**config.mk**
```make
export PLATFORM = sky130hd
export DESIGN_NAME = mem_stage_ctrl
export DESIGN_NICKNAME = d
export VERILOG_FILES = /design/src/rtl/rv32i_types.sv /design/src/rtl/mem_align.sv /design/src/rtl/mem_stage_ctrl.sv
export SDC_FILE = /design/constraint.sdc
export NUM_CORES = 1
export LEC_CHECK = 0
export CELL_PAD_IN_SITES_DETAIL_PLACEMENT = 1
export CELL_PAD_IN_SITES_GLOBAL_PLACEMENT = 1
export CORE_ASPECT_RATIO = 1.75
export CORE_MARGIN = 2
export CORE_UTILIZATION = 32
export DETAILED_ROUTE_END_ITERATION = 10
export GPL_TIMING_DRIVEN = 0
export PLACE_DENSITY_LB_ADDON = 0.1
export SETUP_SLACK_MARGIN = 0.4
export SYNTH_ARGS = -nofsm -noshare
export SYNTH_HDL_FRONTEND = slang
export SYNTH_SLANG_ARGS = --single-unit
```
**constraint.sdc**
```tcl
create_clock -name clk -period 2.5 [get_ports clk]
set_input_delay 0.5 -clock clk [delete_from_list [all_inputs] [get_ports clk]]
set_output_delay 0.5 -clock clk [all_outputs]
set_load 0.05 [all_outputs]
```
**src/rtl/rv32i_types.sv**
```systemverilog
// Shared RV32I memory-stage types: funct3 encodings, MEM FSM state, alignment helper.
package rv32i_types;

  typedef enum logic [2:0] {
    LB  = 3'b000,
    LH  = 3'b001,
    LW  = 3'b010,
    LBU = 3'b100,
    LHU = 3'b101
  } load_funct3_t;

  typedef enum logic [2:0] {
    SB = 3'b000,
    SH = 3'b001,
    SW = 3'b010
  } store_funct3_t;

  typedef enum logic {
    IDLE = 1'b0,
    BUSY = 1'b1
  } mem_state_t;

  // Halfword needs addr[0]==0; word needs addr[1:0]==0. funct3[1] marks word width.
  function automatic logic misaligned_f(input logic [2:0] funct3, input logic [1:0] addr_lo);
    logic is_half;
    logic is_word;
    is_half = (funct3[1:0] == 2'b01);
    is_word = funct3[1];
    return (is_half & addr_lo[0]) | (is_word & (addr_lo != 2'b00));
  endfunction

endpackage

```
**src/rtl/mem_align.sv**
```systemverilog
// Byte-lane steering for stores and lane extraction / extension for loads.
module mem_align
  import rv32i_types::*;
(
  input  logic [2:0]  funct3,
  input  logic [1:0]  addr_lo,
  input  logic [31:0] wdata,
  input  logic [31:0] rdata,
  output logic [3:0]  byte_enable,
  output logic [31:0] wdata_shifted,
  output logic [31:0] rdata_ext
);

  logic [4:0]  shamt;
  logic [31:0] rdata_sh;

  // Lane shift, byte enables and load extension from funct3 and the low address bits.
  always_comb begin
    shamt         = {addr_lo, 3'b000};
    wdata_shifted = wdata << shamt;
    rdata_sh      = rdata >> shamt;

    case (store_funct3_t'({1'b0, funct3[1:0]}))
      SB:      byte_enable = 4'b0001 << addr_lo;
      SH:      byte_enable = 4'b0011 << addr_lo;
      default: byte_enable = 4'b1111;
    endcase

    case (load_funct3_t'(funct3))
      LB:      rdata_ext = {{24{rdata_sh[7]}}, rdata_sh[7:0]};
      LBU:     rdata_ext = {24'h000000, rdata_sh[7:0]};
      LH:      rdata_ext = {{16{rdata_sh[15]}}, rdata_sh[15:0]};
      LHU:     rdata_ext = {16'h0000, rdata_sh[15:0]};
      default: rdata_ext = rdata_sh;
    endcase
  end

endmodule

```
**src/rtl/mem_stage_ctrl.sv**
```systemverilog
// MEM-stage data-cache controller: issues load/store requests, stalls the pipe
// until the cache responds, steers byte lanes and counts stall cycles.
module mem_stage_ctrl
  import rv32i_types::*;
#(
  parameter int unsigned ADDR_W = 32
) (
  input  logic              clk,
  input  logic              reset,
  input  logic [31:0]       MEM_alu_out,
  input  logic [31:0]       MEM_rs2_out,
  input  logic [2:0]        MEM_funct3,
  input  logic              MEM_mem_read,
  input  logic              MEM_mem_write,
  input  logic              flush,
  output logic [ADDR_W-1:0] dmem_address,
  output logic              dmem_read,
  output logic              dmem_write,
  output logic [3:0]        dmem_byte_enable,
  output logic [31:0]       dmem_wdata,
  input  logic              dmem_resp,
  input  logic [31:0]       dmem_rdata,
  output logic [31:0]       MEM_rdata,
  output logic              pipe_load,
  output logic              misaligned,
  output logic [31:0]       stall_count
);

  mem_state_t        state;
  logic [ADDR_W-1:0] held_addr;
  logic [2:0]        held_funct3;
  logic [31:0]       held_wdata;
  logic              held_read;
  logic              held_write;
  logic              held_flush;
  logic              ignore_resp;

  logic              busy;
  logic              resp_eff;
  logic              op_req;
  logic              mis_cond;
  logic              op_valid;
  logic [ADDR_W-1:0] sel_addr;
  logic [2:0]        sel_funct3;
  logic [31:0]       sel_wdata;
  logic [3:0]        al_be;
  logic [31:0]       al_wdata;
  logic [31:0]       al_rdata;

  // Lane logic always works on the op being serviced: live inputs in IDLE, held copies in BUSY.
  always_comb begin
    busy       = (state == BUSY);
    sel_addr   = busy ? held_addr   : MEM_alu_out[ADDR_W-1:0];
    sel_funct3 = busy ? held_funct3 : MEM_funct3;
    sel_wdata  = busy ? held_wdata  : MEM_rs2_out;
  end

  mem_align u_mem_align (
    .funct3        (sel_funct3),
    .addr_lo       (sel_addr[1:0]),
    .wdata         (sel_wdata),
    .rdata         (dmem_rdata),
    .byte_enable   (al_be),
    .wdata_shifted (al_wdata),
    .rdata_ext     (al_rdata)
  );

  // Request, handshake and result outputs; reset overrides everything to the quiet state.
  always_comb begin
    resp_eff         = dmem_resp & ~ignore_resp;
    op_req           = (MEM_mem_read | MEM_mem_write) & ~flush;
    mis_cond         = misaligned_f(MEM_funct3, MEM_alu_out[1:0]);
    op_valid         = op_req & ~mis_cond;

    dmem_address     = {sel_addr[ADDR_W-1:2], 2'b00};
    dmem_read        = 1'b0;
    dmem_write       = 1'b0;
    dmem_byte_enable = '0;
    dmem_wdata       = '0;
    MEM_rdata        = '0;
    pipe_load        = 1'b1;
    misaligned       = 1'b0;

    if (reset) begin
      pipe_load = 1'b1;
    end else if (busy) begin
      dmem_read        = held_read;
      dmem_write       = held_write;
      dmem_byte_enable = al_be;
      dmem_wdata       = al_wdata;
      pipe_load        = resp_eff;
      // A flush seen at any point during the wait discards the returned data.
      if (resp_eff && held_read && !(held_flush || flush))
        MEM_rdata = al_rdata;
    end else if (op_valid) begin
      dmem_read        = MEM_mem_read;
      dmem_write       = MEM_mem_write & ~MEM_mem_read;
      dmem_byte_enable = al_be;
      dmem_wdata       = al_wdata;
      pipe_load        = resp_eff;
      if (resp_eff && MEM_mem_read)
        MEM_rdata = al_rdata;
    end else begin
      misaligned = op_req & mis_cond;
    end
  end

  // FSM state, held request copy and saturating stall counter.
  always_ff @(posedge clk) begin
    if (reset) begin
      state       <= IDLE;
      held_addr   <= '0;
      held_funct3 <= '0;
      held_wdata  <= '0;
      held_read   <= 1'b0;
      held_write  <= 1'b0;
      held_flush  <= 1'b0;
      ignore_resp <= 1'b1;
      stall_count <= '0;
    end else begin
      ignore_resp <= 1'b0;
      if (!pipe_load && (stall_count != '1))
        stall_count <= stall_count + 32'd1;
      case (state)
        IDLE: begin
          held_flush <= 1'b0;
          if (op_valid && !resp_eff) begin
            state       <= BUSY;
            held_addr   <= MEM_alu_out[ADDR_W-1:0];
            held_funct3 <= MEM_funct3;
            held_wdata  <= MEM_rs2_out;
            held_read   <= MEM_mem_read;
            held_write  <= MEM_mem_write & ~MEM_mem_read;
          end
        end
        BUSY: begin
          if (flush)
            held_flush <= 1'b1;
          if (resp_eff) begin
            state      <= IDLE;
            held_flush <= 1'b0;
          end
        end
        default: state <= IDLE;
      endcase
    end
  end

endmodule

```
==> results.yml, run 1 <==
timing:
  setup_viol: 66
  max_freq_ghz: 0.350
  finalCritPeriodShare_pct: 114
  fin_ws_ps: -355
  grt_setup_unrepaired: "yes"
  min_period_ps: 2850
  slew_viol_final: 0
  final.setup_skew_ps: 12.5
  max_slew.worst_pin.slew_ps: 911
  max_slew_margin_pct: 39.3
  hold_viol: 0
power:
  worst_ir_drop_vdd_uv: 276
  powerDensity_mw_per_mm2: 399
  leakagePower_nw: 4.74
yosys:
  synth_area_leaders: "dfxtp_1 31%, nand2_1 10%, a21oi_1 9.8%"
  yosysTopAreaCell: "dfxtp_1"
  syn_area_per_cell_um2: 7.60
  synth_cells: 897
  synth_most_common_cell: "nand2_1"
  yosys_warnings: 0
  yosysSeqAreaShare_pct: 30.5
  async_reset_ff_share_pct: 0
  synth_top_area_share_pct: 30.5
  synth-seq-cells: 104
  yosysUniqueCellTypes: 55
  synth_edf_count: 0
  synth_common_cells: "181 x nand2_1, 134 x a21oi_1, 104 x dfxtp_1"
  synth_area_mm2: 0.00682
  synth_ff_type: "dfxtp_1"
placement:
  gp_congestion: 0.852
  dpl.hpwl_mm: 22.6
  place_area_mm2: 0.0103
  io_buffers: 237
  place_inst: 1387
clock_network:
  cts_buffer_depth: 2
  htree_levels: 3
  cts-buffers-inserted: 9
  cts-root-buf: "clkbuf_16"
  cts.sinks: 104
  clkLatencyLatePin_ps: 360
  cts_tree: "done"
  clk_pin_slew_ps: 70
  cts_hold_buf: 0
setup_path:
  r2r_cells: 9
  end_kind: "primary output"
  start_kind: "flip-flop"
  r2r-end: "held_wdata[26]"
  path_max_fanout: 6
  arrival_ps: 2350
  critPathKind: "flip-flop to primary output"
  crit_required_ps: 2000
  r2r_setup_slack_ps: 350
  r2r_start: "busy"
route:
  vias: 8562
  dr.pass1.iters: 5
  viasPerCell: 5.82
  routed_wl_mm: 37.1
  drt-initial-drc-count: 429
  ant_nets: 0
  drc: 0
  wl_per_cell_um: 25.2
final_layout:
  drive_above_1_share_pct: 44.4
  regArea_mm2: 0.00211
  area_growth_pct: 94.7
  final_area_mm2: 0.0133
  final.fill_count: 2235
  final_cells: 1471
  multi_input_area_mm2: 0.00607
  nets: 1320
worst_hold_path:
  hold_start: "reset"
  hp-class: "input port to flip-flop"
  min_to: "ignore_resp"
  min_path_cells: 1
die:
  dieWidth_um: 114
  start_util_pct: 32.6
  coreArea_mm2: 0.0209
  ios: 241
  die_area_mm2: 0.0225
  die_y_um: 197
  num_rows: 70
grt:
  grtUsageTotal_pct: 28.5
  antenna_found_initial: 1
  grt.overflow.total: 0
  grt_start_max_net_pins: 19
  grt_pass1_vias: 8889
  grt_pass1_wl_mm: 49.9
outcome:
  violations: "setup timing"
  outcome: "finished with violations"
job:
  maxCapViolCount: 0
## report_power, final
group / switching [mW] / internal (mW) / total, mW
combinational: 1.17 / 0.949 / 2.12
clock: 0.716 / 0.720 / 1.44
sequential: 0.0401 / 1.70 / 1.74
total: 1.93 / 3.37 / 5.30
## cell type report
class	instances	area share [%]
plain buffers	78	7.48
diodes	1	0.0188
flip-flops and latches	104	15.9
clock buffers	10	1.80
well taps	252	2.37
clock inverters	5	0.349
repair buffers	305	26.0
inverters	11	0.358
multi-input cells	705	45.7
## registers in the layout, summed over array words and instances, names as in the netlist
signal and count:
held_addr 32, held_write 1, held_funct3 3, ignore_resp 1, stall_count 32, busy 1
held_read 1, held_flush 1, held_wdata 32
## cell families after synthesis
group / Yosys count / synth area share, %
buf+inv: 89 / 5.74
fa+ha+maj: 1 / 0.183
flops: 104 / 30.5
mux: 100 / 16.0
simple gates: 351 / 25.1
compound gates: 251 / 22.4
other cells: 1 / 0.0550
## what timing repair did
action	CTS	global route
cloned	6	5
setup endpoints to repair	213	219
resized for setup	800	378
buffers inserted	33	24
pin swaps	19	32
## through the flow
stage          worst slack, ps  setup TNS (ps)  power, mW  hold slack (ps)  util [%]
6_report                  -355          -11100       5.30              400      63.4
5_1_grt                   -396          -14290       5.47              409      63.4
4_1_cts                   -251          -12060       4.94              404      57.4
3_5_place_dp             -1760         -176770       3.22              447      49.4
3_3_place_gp             -1720         -171980       3.20              440      49.4
2_1_floorplan             -147           -1740       2.68              433         -
## layer usage
layer  part of all wire (%)  global-route usage (%)  vias to the layer above
met5                      0                       0                        -
met4                    5.9                    13.4                        0
met3                    4.7                    4.48                      143
met2                     55                    55.2                      376
met1                     35                    29.2                     4228
li1                       -                       -                     3815
## worst max-delay path, stage by stage, from the launching register on
cell and delay (ps):
dfxtp_4 410, mux2i_4 290, and2_4 200, buf_8 110
o2bb2ai_4 140, a21oi_4 90, buf_6 120, buf_12 140
a211oi_4 290, buf_6 200
## placed cells by master, fill, tap and decap left out, types with 16 or more instances in the layout
cell type,synthesis,layout
buf_4,3,51
dfxtp_1,104,87
a21oi_2,1,25
mux2_4,2,32
buf_8,0,54
nor2b_1,40,32
buf_6,2,69
clkbuf_16,0,23
mux2_2,52,22
a211oi_4,0,42
nor2_4,0,20
a21oi_1,134,95
nand2_1,181,175
buf_12,0,23
clkdlybuf4s50_1,0,127
mux2i_1,43,29
dfxtp_2,0,16
## worst max-delay path by stage
stage / from / end / slack, ps / depth (start not counted)
detailed placement: reset / dmem_read / -1760 / 7
global route: busy / MEM_rdata[27] / -400 / 9
CTS: busy / MEM_rdata[27] / -250 / 9
global placement: reset / dmem_read / -1720 / 7
finish: busy / MEM_rdata[27] / -350 / 9
floorplan: MEM_alu_out[0] / MEM_rdata[29] / -150 / 8
Note: power is estimated with default switching activity, not from simulation.
==> run 2: changes to the inputs <==
- GPL_ROUTABILITY_DRIVEN: unset -> 0
==> results of run 2 <==
Same layout as run 1: the final DEF is identical, and so are final timing and power.
